===== src/rtl/wavetable_voice_scheduler.sv =====
// ---------------------------------------------------------------------------
// wavetable_voice_scheduler
//
// Shares one wavetable ROM bank (four shapes behind a select mux) among
// NUM_VOICES oscillator voices. Each sample tick starts a frame. The frame
// visits every voice in order. For each voice it drives the phase-derived
// address and the shape select, waits ROM_LAT cycles, adds the returned
// sample to a mix accumulator and advances the voice phase. At the end of the
// frame it emits one mixed sample.
//
// Ports
//   clk, rst_n          clock (rising edge), asynchronous active-low reset
//   tick                sample-rate strobe; starts a frame when idle
//   cfg_we/voice/field  host register write: 0=tuning word, 1=shape/enable,
//   cfg_wdata           2=phase load, 3=ignored. Field 1 uses [1:0]=shape,
//                       [2]=enable
//   overrun_clr         clears the sticky overrun flag
//   rom_addr, rom_sel   registered address / shape select to the ROM bank
//   rom_data            ROM sample, valid ROM_LAT cycles after rom_addr
//   mix_out, mix_valid  signed frame mix and its one-cycle strobe
//   busy                a frame is in progress
//   overrun             sticky; a tick arrived while busy and was dropped
// ---------------------------------------------------------------------------

// Per-voice register set: tuning word, shape, enable and phase accumulator.
// cfg_hit: host write addressed to this voice.
// adv:     scheduler captured this voice's sample; step the phase.
module wavetable_voice #(
    parameter int PHASE_W = 32
) (
    input  logic               clk,
    input  logic               rst_n,
    input  logic               cfg_hit,
    input  logic [1:0]         cfg_field,
    input  logic [PHASE_W-1:0] cfg_wdata,
    input  logic               adv,
    output logic [PHASE_W-1:0] phase,
    output logic [1:0]         shape,
    output logic               en
);
    logic [PHASE_W-1:0] ftw;

    always_ff @(posedge clk or negedge rst_n) begin
        if (!rst_n) begin
            ftw   <= '0;
            shape <= '0;
            en    <= 1'b0;
            phase <= '0;
        end else begin
            if (cfg_hit && cfg_field == 2'd0)
                ftw <= cfg_wdata;
            if (cfg_hit && cfg_field == 2'd1) begin
                shape <= cfg_wdata[1:0];
                en    <= cfg_wdata[2];
            end
            // A host phase load beats the scheduler's increment on the same edge.
            if (cfg_hit && cfg_field == 2'd2)
                phase <= cfg_wdata;
            else if (adv)
                phase <= phase + ftw;   // wraps modulo 2^PHASE_W
        end
    end
endmodule

module wavetable_voice_scheduler #(
    parameter  int NUM_VOICES = 4,
    parameter  int ROM_LAT    = 1,
    parameter  int ADDR_W     = 12,
    parameter  int DATA_W     = 16,
    parameter  int PHASE_W    = 32,
    localparam int VIDX_W     = $clog2(NUM_VOICES),
    localparam int MIX_W      = DATA_W + VIDX_W
) (
    input  logic               clk,
    input  logic               rst_n,
    input  logic               tick,
    input  logic               cfg_we,
    input  logic [VIDX_W-1:0]  cfg_voice,
    input  logic [1:0]         cfg_field,
    input  logic [PHASE_W-1:0] cfg_wdata,
    input  logic               overrun_clr,
    output logic [ADDR_W-1:0]  rom_addr,
    output logic [1:0]         rom_sel,
    input  logic [DATA_W-1:0]  rom_data,
    output logic [MIX_W-1:0]   mix_out,
    output logic               mix_valid,
    output logic               busy,
    output logic               overrun
);
    localparam int                WCNT_W = $clog2(ROM_LAT + 1);
    localparam logic [VIDX_W-1:0] LAST_V = VIDX_W'(NUM_VOICES - 1);

    // Elaboration-time parameter sanity.
    if (NUM_VOICES < 2 || (NUM_VOICES & (NUM_VOICES - 1)) != 0) begin : g_bad_nv
        $error("NUM_VOICES must be a power of two >= 2");
    end
    if (ROM_LAT < 1) begin : g_bad_lat
        $error("ROM_LAT must be >= 1");
    end
    if (ADDR_W > PHASE_W) begin : g_bad_aw
        $error("ADDR_W must not exceed PHASE_W");
    end

    typedef enum logic [1:0] {IDLE, ISSUE, WAIT, DONE} state_t;

    state_t                              state_q, state_d;
    logic [VIDX_W-1:0]                   vidx_q;
    logic [WCNT_W-1:0]                   wcnt_q;
    logic signed [MIX_W-1:0]             acc_q;

    logic [NUM_VOICES-1:0][PHASE_W-1:0]  phase_all;
    logic [NUM_VOICES-1:0][1:0]          shape_all;
    logic [NUM_VOICES-1:0]               en_all;
    logic [NUM_VOICES-1:0]               cfg_hit;
    logic [NUM_VOICES-1:0]               adv;

    logic                                capture;
    logic                                last_voice;
    logic signed [MIX_W-1:0]             sample_ext;

    // Last WAIT cycle of the current voice: rom_data is valid for its address.
    assign capture    = (state_q == WAIT) && (wcnt_q == WCNT_W'(1));
    assign last_voice = (vidx_q == LAST_V);
    assign sample_ext = {{VIDX_W{rom_data[DATA_W-1]}}, rom_data};
    assign busy       = (state_q != IDLE);

    for (genvar i = 0; i < NUM_VOICES; i++) begin : g_voice
        assign cfg_hit[i] = cfg_we && (cfg_voice == VIDX_W'(i));
        // Disabled voices are still visited but their phase is frozen.
        assign adv[i]     = capture && (vidx_q == VIDX_W'(i)) && en_all[i];

        wavetable_voice #(.PHASE_W(PHASE_W)) u_voice (
            .clk       (clk),
            .rst_n     (rst_n),
            .cfg_hit   (cfg_hit[i]),
            .cfg_field (cfg_field),
            .cfg_wdata (cfg_wdata),
            .adv       (adv[i]),
            .phase     (phase_all[i]),
            .shape     (shape_all[i]),
            .en        (en_all[i])
        );
    end

    // State register
    always_ff @(posedge clk or negedge rst_n) begin
        if (!rst_n) state_q <= IDLE;
        else        state_q <= state_d;
    end

    // Next-state logic
    always_comb begin
        state_d = state_q;
        case (state_q)
            IDLE:    if (tick) state_d = ISSUE;
            ISSUE:   state_d = WAIT;
            WAIT:    if (capture) state_d = last_voice ? DONE : ISSUE;
            DONE:    state_d = IDLE;
            default: state_d = IDLE;
        endcase
    end

    // Datapath: voice walk, ROM interface, accumulator, output and overrun.
    always_ff @(posedge clk or negedge rst_n) begin
        if (!rst_n) begin
            vidx_q    <= '0;
            wcnt_q    <= '0;
            acc_q     <= '0;
            rom_addr  <= '0;
            rom_sel   <= '0;
            mix_out   <= '0;
            mix_valid <= 1'b0;
            overrun   <= 1'b0;
        end else begin
            mix_valid <= 1'b0;
            case (state_q)
                IDLE: begin
                    if (tick) begin
                        acc_q  <= '0;
                        vidx_q <= '0;
                    end
                end
                ISSUE: begin
                    rom_addr <= phase_all[vidx_q][PHASE_W-1 -: ADDR_W];
                    rom_sel  <= shape_all[vidx_q];
                    wcnt_q   <= WCNT_W'(ROM_LAT);
                end
                WAIT: begin
                    wcnt_q <= wcnt_q - WCNT_W'(1);
                    if (capture) begin
                        if (en_all[vidx_q])
                            acc_q <= acc_q + sample_ext;
                        if (!last_voice)
                            vidx_q <= vidx_q + VIDX_W'(1);
                    end
                end
                DONE: begin
                    mix_out   <= acc_q;
                    mix_valid <= 1'b1;
                end
                default: ;
            endcase

            // A dropped tick outranks a same-cycle clear so no overrun is lost.
            if (tick && state_q != IDLE)
                overrun <= 1'b1;
            else if (overrun_clr)
                overrun <= 1'b0;
        end
    end
endmodule


===== config.mk =====
export PLATFORM = sky130hd
export DESIGN_NAME = wavetable_voice_scheduler
export DESIGN_NICKNAME = d
export VERILOG_FILES = /design/src/rtl/wavetable_voice_scheduler.sv
export SDC_FILE = /design/constraint.sdc
export NUM_CORES = 1
export LEC_CHECK = 0
export ABC_CLOCK_PERIOD_IN_PS = 4300
export CORE_MARGIN = 5
export CORE_UTILIZATION = 40
export DETAILED_ROUTE_END_ITERATION = 8
export PLACE_DENSITY_LB_ADDON = 0.12
export SKIP_CTS_REPAIR_TIMING = 1
export SLEW_MARGIN = 30
export SYNTH_ARGS = -nofsm -noshare
export SYNTH_HDL_FRONTEND = slang
export SYNTH_SLANG_ARGS = --single-unit

===== constraint.sdc =====
create_clock -name clk -period 4.3 [get_ports clk]
set_input_delay 0.43 -clock clk [delete_from_list [all_inputs] [get_ports clk]]
set_output_delay 0.43 -clock clk [all_outputs]
set_load 0.02 [all_outputs]

Yosys cells after proc, flatten, opt, wreduce, memory -nomap -nowiden
Cells that the tools add are included.
{ "op_classes": {"addsub": 7, "magnitude_cmp": 1, "eq_ne": 15, "n_mux": 30, "n_reduce_logical": 41} }
{ "ops": {"columns": ["operator", "count"], "rows": [
  ["2-to-1 mux 32 bit", 9],
  ["adder 32 bit", 4],
  ["binary-select mux 32 bit (select 2 bit)", 1],
  ["2-to-1 mux 18 bit", 3],
  ["case mux 18 bit (2 select lines)", 1],
  ["logical AND 1 bit", 26],
  ["adder 18 x 16 -> 18 bit", 1],
  ["nonzero test 2 bit", 8],
  ["== test 2 bit, second input constant", 7],
  ["2-to-1 mux 2 bit", 7],
  ["== test 2 x 1 -> 1 bit, second input constant", 4],
  ["zero test 2 bit", 4],
  ["case mux 2 bit (4 select lines)", 1],
  ["AND reduction 4 bit", 2],
  ["inequality test 2 bit, second input constant", 3],
  ["binary-select mux 2 bit (select 2 bit)", 1],
  ["2-to-1 mux 1 bit", 4],
  ["case mux 2 bit (2 select lines)", 1],
  ["< comparator 2 x 3 -> 1 bit, second input constant", 1],
  ["adder 2 x 1 -> 2 bit, second input constant", 1],
  ["binary-select mux 1 bit (select 2 bit)", 1],
  ["inequality test 2 x 1 -> 1 bit, second input constant", 1],
  ["case mux 1 bit (2 select lines)", 1],
  ["AND reduction 2 bit", 1],
  ["subtractor 1 bit, second input constant", 1]
]} }
{ "word_totals": {"ff_bits": 325, "out_inout_bits": 35} }

Longest topological paths before layout
Gate-level depths: netlist (run 1).
{ "depth": {"ltp_word": 6, "ltp_mapped": 13, "ltp_nobuf": 13} }

Modules after synthesis
A second synthesis (run 1) with hierarchy kept.
{ "unflattened": {"cells_unflattened": 2143, "hier_area_um2": 21289.2} }
{ "by_module_without_submodules": {"columns": ["module", "instances", "cells_per_inst", "area_each_um2", "seq_area_each_um2"], "rows": [
  ["wavetable_voice at g_voice[0].u_voice ...", 2, 460, 4446.8, 1676.6],
  ["wavetable_voice at g_voice[2].u_voice ...", 2, 451, 4425.5, 1676.6],
  ["wavetable_voice_scheduler", 1, 321, 3544.6, 1426.4]
]} }

Least setup slack after synthesis (run 1)
OpenSTA, ideal clock, no wires.
{ "synth_path": {"path_kind": "register to register", "startpoint": "register g_voice[3].u_voice.ftw[0]", "endpoint": "register g_voice[3].u_voice.phase[28]", "setup_time_ps": 141, "arrival_ps": 2785, "t_required_ps": 4159, "path_slack_ps": 1374, "stages_incl_launch_ff": 13, "n_path_buf": 0, "period_less_slack_ps": 2926, "cell_sequence": "dfrtp_1 -> ha_1 -> fa_1 -> a211oi_1 -> o21bai_1 -> a21boi_4 -> o31ai_4 -> a41oi_2 -> a21oi_2 -> a211o_1 -> and4_1 -> o21ai_1 -> a31oi_1"} }
{ "synth_between": {"elab_chain_len": 3} }
{ "synth_rtl": {"columns": ["element", "line_no", "rtl"], "rows": [
  ["start, declared", "41", "logic [PHASE_W-1:0] ftw;"],
  ["start signal, assigned", "51", "ftw <= cfg_wdata;"],
  ["adder 32 bit", "60", "phase <= phase + ftw;"],
  ["2-to-1 mux 32 bit", "59", "else if (adv)"],
  ["2-to-1 mux 32 bit", "57", "if (cfg_hit && cfg_field == 2'd2)"],
  ["end signal, assigned", "58", "phase <= cfg_wdata;"],
  ["end signal, assigned", "60", null],
  ["end, declared", "37", "output logic [PHASE_W-1:0] phase,"]
]} }
No other way between the ends. The select of a mux whose other input is x is not followed.
A chain may end at the register's enable or synchronous reset.

Final worst setup path (run 1)
{ "layout_path": {"startpoint": "register g_voice[0].u_voice.ftw[0]", "endpoint": "register g_voice[0].u_voice.phase[30]"} }
{ "layout_between": {"elab_chain_len": 3} }
{ "layout_rtl": {"columns": ["element", "line_no"], "rows": [
  ["start, declared", "41"],
  ["start signal, assigned", "51"],
  ["adder 32 bit", "60"],
  ["2-to-1 mux 32 bit", "59"],
  ["2-to-1 mux 32 bit", "57"],
  ["end signal, assigned", "58"],
  ["end signal, assigned", "60"],
  ["end, declared", "37"]
]} }
No other way between the ends. The select of a mux whose other input is x is not followed.

==> impl_metrics.tcl, run 1 <==
set metrics [dict create \
    status "completed" \
    die_w_um 236 \
    multi_input_area_mm2 0.0118 \
    vias 16000 \
    io_pins 92 \
    grt-ovfl-total 0 \
    p_leak_nw 10.3 \
    slew_violations 0 \
    clockBufferDepth 3 \
    numCtsBuffers 41 \
    cts_root_buf "clkbuf_16" \
    hold_viol_final 0 \
    worstSkewPairLatency_ns 0.56 \
    dr.max_layer_used "met5" \
    synth_area_per_cell_um2 9.64 \
    final_cells 2895 \
    start_kind "flip-flop" \
    wl_met1_um 26600 \
    initial_utilization_pct 40.5 \
    cp.required_ns 4.75 \
    gp_congestion 0.873 \
    synth_compound_area_share_pct 19.0 \
    synth_fp_nets 2321 \
    hold_class "in -> reg" \
    rsz0062_at_grt "false" \
    area_growth_pct 15.4 \
    ir_drop_uv 362 \
    r2r_setup_slack_ns 0.83 \
    drc 0 \
    min-delay-start "cfg_wdata[0]" \
    synth-edff-count 0 \
    synth_top_family_by_area "compound AO/OA/AOI/OAI gates" \
    postRouteAntennaNets 0 \
    synth-seq-cells 325 \
    portBuffers 91 \
    period_minus_slack_ns 3.47 \
    max_freq_mhz 288 \
    grt_pass1_wl_um 92700 \
    grt_pass1_vias 16300 \
    synthSimpleGateAreaFrac_pct 12.5 \
    dp_hpwl_um 41300 \
    antenna_found_initial 4 \
    netlist-cell-type-count 76 \
    power_density_mw_per_mm2 755 \
    min_to "g_voice[3].u_voice.phase[0]$_DFFE_PN0P_" \
    async_flop_share_pct 100 \
    worstSetupPathType "reg -> reg" \
    clkSinkCount 325 \
    cts.reportedPaths.clkPinSlew_ns 0.06 \
    clock_skew_ns 0.0181 \
    end_kind "flip-flop" \
    synthFlopType "dfrtp_1" \
    worst_slew_pin_slew_ns 0.967 \
    max_slew_margin_pct 35.5 \
    dp_cells 2818 \
    dieArea_mm2 0.0555 \
    post-route-period-util_pct 80.8 \
    r2r_end "g_voice[0].u_voice.phase[30]$_DFFE_PN0P_" \
    critPathMaxFanout 4 \
    synth_area_mm2 0.0203 \
    min_path_cells 3 \
    timing.rr.start "g_voice[0].u_voice.ftw[0]$_DFFE_PN0P_" \
    synth.area.mux_share_pct 11.4 \
    drv_cap 0 \
    wire_per_inst_um 19.9 \
    first_pass_iters 5 \
    wl_met3_um 2750 \
    final_net_count 2401 \
    htree_levels 2 \
    avgViaCountPerCell 5.52 \
    drive_gt1_share_pct 14.3 \
    num-fill-cells 4740 \
    chipHeight_um 236 \
    fin_setup_tns_ns 0 \
    detail_route.iter0.violations 807 \
    synthCells 2110 \
    drt_wl_total_um 57700 \
    dr_wl_met2_um 26500 \
    worstPathArrival_ns 3.92 \
    yosysWarnings 0 \
    synth_sequential_area_ratio_pct 40.0 \
    synthAdderAreaFrac_pct 9.65 \
    setup_viol 0 \
    synth_xor_area_share_pct 5.21 \
    register_area_mm2 0.00813 \
    coreArea_mm2 0.0503 \
    grt_use_total_pct 20.7 \
    cts_tree "yes" \
    grt_max_degree 97 \
    rows 82 \
    rr_worst_depth 12 \
]
==> state kept, by name, indices dropped and copies added (netlist names) <==
register,count
state_q,2
rom_addr,12
g_voice.u_voice.ftw,128
vidx_q,2
wcnt_q,1
acc_q,18
rom_sel,2
g_voice.u_voice.en,4
mix_out,18
mix_valid,1
overrun,1
g_voice.u_voice.shape,8
g_voice.u_voice.phase,128
==> kinds of logic after synthesis <==
kind of cell | Yosys count
mux | 191
buf+inv | 123
simple gates | 581
compound gates | 615
flops | 325
xor+xnor | 121
fa+ha+maj | 154
==> placed cells by master (no fill, tap or decap), drive strengths merged, types with 6 or more instances in the layout <==
cell and n:
a211o 6, a211oi 16, a21boi 6, a21o 67
a21oi 232, a22o 8, a31oi 46, and2 6
and3 26, buf 32, clkbuf 62, clkdlybuf4s50 89
clkinv 7, dfrtp 325, ha 149, inv 39
mux2 172, mux4 15, nand2 222, nand2b 18
nand3 41, nand4 14, nor2 196, nor2b 9
nor3 19, nor3b 9, nor4 6, o211ai 8
o21a 15, o21ai 118, o21bai 28, o31ai 12
xnor2 68, xor2 53
==> layer usage <==
metal	GRT usage [%]	vias to the layer above
met5	0	-
met4	6.69	2
met3	3.92	83
met2	33.7	292
met1	27.9	7782
li1	-	7819
==> cell usage after synthesis (all sizes together), types with 4 or more instances <==
cell type  number  area share, %
a31oi          46            1.5
and2            6           0.18
a2111oi         5           0.25
o211ai          8           0.30
nand4          14           0.43
ha            149            9.2
mux2          172            9.5
inv            38           0.70
o2111ai         4           0.17
xnor2          68            2.9
nor3b           9           0.33
dfrtp         325             40
nor4            6           0.18
nor2b           9           0.28
nand3          41            1.0
a21boi          6           0.28
mux4           15            1.7
and3           26           0.82
o21a           15           0.55
o221ai          5           0.22
a21o           67            2.5
o21bai         28            1.0
nor3           19           0.47
or3             5           0.15
a31o            4           0.17
mux2i           4           0.20
nand2         222            4.1
o21ai         118            2.9
nand2b         18           0.55
a211oi         16           0.61
o311ai          4           0.17
a21oi         232            5.8
a211o           6           0.26
clkbuf         68            1.3
o41ai           5           0.22
o31ai          12           0.51
nor2          196            3.6
a22o            8           0.34
xor2           53            2.3
buf            17           0.33
fa              5           0.49
==> layout make-up <==
| class | instances | share of cell area, % |
|---|---|---|
| Antenna cell | 1 | 0.0107 |
| Clock buffer | 62 | 5.31 |
| Clock inverter | 13 | 0.538 |
| Inverter | 38 | 0.607 |
| Multi-Input combinational cell | 1662 | 50.2 |
| Sequential cell | 325 | 34.6 |
| Tap cell | 672 | 3.58 |
| Timing Repair Buffer | 122 | 5.13 |
==> worst max-delay path, stage by stage (launching register included) <==
cell and delay, ns:
dfrtp_1 0.38, ha_1 0.23, fa_1 0.41, a21oi_1 0.18, o21bai_1 0.13, a211oi_1 0.46, o31a_1 0.20, o21ai_0 0.19
a21oi_1 0.44, o21ai_0 0.24, a21oi_1 0.23, o2111ai_1 0.12, o221a_2 0.16
==> report_power, final <==
| part | switching, mW | internal, mW |
|---|---|---|
| clock network | 1.40 | 2.12 |
| logic | 4.97 | 4.22 |
| registers | 0.856 | 4.17 |
| total | 7.22 | 10.5 |
==> worst max-delay path by stage <==
stage                                                    end  slack, ns                                  start  cells after the start
floorplan           g_voice[3].u_voice.phase[28]$_DFFE_PN0P_       1.37  g_voice[3].u_voice.ftw[0]$_DFFE_PN0P_                     12
global placement                       acc_q[16]$_DFFE_PN0P_       0.89                            rom_data[0]                     13
detailed placement  g_voice[0].u_voice.phase[30]$_DFFE_PN0P_       0.85  g_voice[0].u_voice.ftw[0]$_DFFE_PN0P_                     12
CTS                 g_voice[0].u_voice.phase[30]$_DFFE_PN0P_       0.83  g_voice[0].u_voice.ftw[0]$_DFFE_PN0P_                     12
global route        g_voice[0].u_voice.phase[30]$_DFFE_PN0P_       0.40  g_voice[0].u_voice.ftw[0]$_DFFE_PN0P_                     12
finish              g_voice[0].u_voice.phase[30]$_DFFE_PN0P_       0.83  g_voice[0].u_voice.ftw[0]$_DFFE_PN0P_                     12
==> per-stage QoR <==
stage | hold slack, ns | utilization, % | setup WS (ns) | area [µm²] | power (mW)
global placement | 0.487 | 43.9 | 0.889 | 22100 | 14.1
floorplan | 0.134 | - | 1.37 | 20300 | 11.9
detailed placement | 0.494 | 43.9 | 0.847 | 22100 | 14.2
CTS | -0.0964 | 46.7 | 0.835 | 23500 | 17.8
finish | 0.395 | 46.7 | 0.826 | 23500 | 17.7
global route | 0.409 | 46.7 | 0.398 | 23500 | 19.2
Note: power is estimated with default switching activity, not from simulation.
==> run 2: changes to the inputs <==
--- a/config.mk
+++ b/config.mk
@@ -5,7 +5,7 @@
 export SDC_FILE = /design/constraint.sdc
 export NUM_CORES = 1
 export LEC_CHECK = 0
-export ABC_CLOCK_PERIOD_IN_PS = 4300
+export ABC_CLOCK_PERIOD_IN_PS = 3100
 export CORE_MARGIN = 5
 export CORE_UTILIZATION = 40
 export DETAILED_ROUTE_END_ITERATION = 8
==> constraint.sdc (replaced) <==
create_clock -name clk -period 3.1 [get_ports clk]
set_input_delay 0.31 -clock clk [delete_from_list [all_inputs] [get_ports clk]]
set_output_delay 0.31 -clock clk [all_outputs]
set_load 0.02 [all_outputs]
==> run 2 against run 1 <==
  * Design area increased by 2.7%
  * Flip-flop and latch count unchanged
  * Combinational power increased by 49%
  * Hold slack got worse by 0.063 ns
  * Worst setup slack got worse by 0.78 ns
  * Largest power group unchanged
  * Highest routed layer unchanged
==> impl_metrics.tcl, run 2 (synthesis gave the netlist of run 1 again) <==
set metrics [dict create \
    initial_utilization_pct 40.5 \
    ir_drop_uv 493 \
    report.power.total_mw 25.5 \
    area_growth_pct 18.6 \
    power_switching_mw 10.3 \
    die_w_um 236 \
    switching_share_pct 40.2 \
    cp.depth 13 \
    start_kind "flip-flop" \
    path_cells "ha_2 > fa_2 > a21oi_2 > o21ai_2 > a31oi_1 > buf_4 > nand3_4 > a211o_4 > a31oi_4 > o41a_1 > a31oi_2 > xnor2_1 > o311ai_1" \
    fin_area_mm2 0.0241 \
    comb_power_share_pct 53.6 \
    numCtsBuffers 41 \
    clockBufferDepth 3 \
    antenna_found_initial 2 \
    dpl_worst_slack_ns -0.128 \
    seqPwrFrac_pct 27.3 \
    hold_viol_final 0 \
    p_leak_nw 10.6 \
    drive_gt1_share_pct 17.7 \
    avgViaCountPerCell 5.51 \
    rows 82 \
    vias 16300 \
    cts_tree "yes" \
    grt-ovfl-total 0 \
    wire_per_inst_um 19.7 \
    io_pins 92 \
    critPathBufInv 1 \
    cts.reportedPaths.clkPinSlew_ns 0.06 \
    dieArea_mm2 0.0555 \
    grt_use_total_pct 20.5 \
    status "completed" \
    postRouteAntennaNets 0 \
    clkSinkCount 325 \
    worstPathArrival_ns 3.51 \
    setup_viol 0 \
    mostFrequentLayoutCell "dfrtp_1" \
    power_density_mw_per_mm2 1060 \
    min_to "overrun$_DFFE_PN0P_" \
    max_slew_margin_pct 40.1 \
    drc 0 \
    intPower_mw 15.2 \
    max_freq_mhz 328 \
    rr_worst_depth 13 \
    clock_skew_ns 0.0257 \
    drt_wl_total_um 58200 \
    timing.rr.start "g_voice[2].u_voice.phase[0]$_DFFE_PN0P_" \
    first_pass_iters 5 \
    critPathMaxFanout 3 \
    grt_pass1_vias 16300 \
    cp.required_ns 3.56 \
    slew_violations 0 \
    fin_util_pct 48.0 \
    grt_max_degree 90 \
    hold_class "in -> reg" \
    layout_setup_ws_ns 0.0494 \
    chipHeight_um 236 \
    worstSetupPathType "reg -> reg" \
    detail_route.iter0.violations 849 \
    min_path_cells 2 \
    worst_slew_pin_slew_ns 0.895 \
    place_area_mm2 0.0225 \
    reg.largest.list "g_voice.u_voice.ftw x128, g_voice.u_voice.phase x128" \
    cts_root_buf "clkbuf_16" \
    htree_levels 2 \
    dp_hpwl_um 41700 \
    layout_common_cells "dfrtp_1 (325), a21oi_1 (224), nand2_1 (222)" \
    power_frac_clock_pct 19.0 \
    period_minus_slack_ns 3.05 \
    rsz0062_at_grt "true" \
    post-route-period-util_pct 98.4 \
    portBuffers 91 \
    end_kind "flip-flop" \
    r2r_end "g_voice[2].u_voice.phase[30]$_DFFE_PN0P_" \
    worst_hold_slack_ns 0.332 \
    min-delay-start "overrun_clr" \
    crit_family "compound AO/OA/AOI/OAI gates" \
    gp_congestion 0.880 \
    crit_slowest_cell "fa_2" \
    worstSkewPairLatency_ns 0.56 \
    drv_cap 0 \
    max_stage_delay_ns 0.40 \
    r2r_setup_slack_ns 0.05 \
    coreArea_mm2 0.0503 \
    grt_pass1_wl_um 91900 \
    final_net_count 2462 \
]
==> run 2: cell types whose count changed in the layout (fill, tap and decap cells not counted), moves of 5 or more <==
cell	previous run	this run
buf_4	26	85
o21ai_0	112	105
a211oi_2	1	6
a21oi_2	3	8
a211oi_1	15	10
o21ai_1	6	12
a21oi_1	229	224
==> run 2: cell type report <==
cell class                 count  area, µm²
fill                        4764      26200
multi-input combinational   1662      12000
sequential                   325       8130
timing repair buffer         183       1680
clock buffer                  55       1160
tap                          672        841
clock inverter                17        195
inverter                      38        143
antenna                        2       5.00
==> run 2: stage by stage <==
stage / TNS [ns] / cells
detailed placement: -0.532 / 2875
finish: 0 / 2954
global route: -0.226 / 2952
global placement: -0.184 / 2875
floorplan: 0 / 2110
CTS: -0.519 / 2947
==> run 2: power by group through the flow <==
stage / clock network, mW / registers, mW / logic (mW)
3_5_place_dp: 0 / 7.02 / 13.2
3_3_place_gp: 0 / 6.96 / 13.1
2_1_floorplan: 0 / 6.78 / 9.74
4_1_cts: 5.01 / 6.96 / 13.3
6_report: 4.85 / 6.96 / 13.7
5_1_grt: 5.16 / 7.15 / 15.2
==> run 2: worst max path at each step <==
stage	start	endpoint	slack, ns
global route	g_voice[2].u_voice.phase[0]$_DFFE_PN0P_	g_voice[2].u_voice.phase[30]$_DFFE_PN0P_	-0.09
finish	g_voice[2].u_voice.phase[0]$_DFFE_PN0P_	g_voice[2].u_voice.phase[30]$_DFFE_PN0P_	0.05
global placement	rom_data[1]	acc_q[17]$_DFFE_PN0P_	-0.08
floorplan	g_voice[3].u_voice.ftw[0]$_DFFE_PN0P_	g_voice[3].u_voice.phase[28]$_DFFE_PN0P_	0.17
detailed placement	rom_data[0]	acc_q[16]$_DFFE_PN0P_	-0.13
CTS	g_voice[1].u_voice.ftw[0]$_DFFE_PN0P_	g_voice[1].u_voice.phase[28]$_DFFE_PN0P_	-0.15
==> run 2: worst register-to-register path, stage by stage, from the launching register on <==
cell and delay, ns:
dfrtp_1 0.38, ha_2 0.21, fa_2 0.40, a21oi_2 0.14
o21ai_2 0.07, a31oi_1 0.20, buf_4 0.16, nand3_4 0.08
a211o_4 0.38, a31oi_4 0.22, o41a_1 0.23, a31oi_2 0.11
xnor2_1 0.14, o311ai_1 0.25
==> run 2: layer usage <==
| layer | global-route usage [%] | vias to the layer above | routed length [µm] |
|---|---|---|---|
| met5 | 0 | - | 13 |
| met2 | 33.3 | 280 | 26600 |
| met3 | 3.41 | 101 | 2210 |
| met1 | 27.6 | 7922 | 26900 |
| li1 | - | 7964 | - |
| met4 | 8.04 | 2 | 2470 |
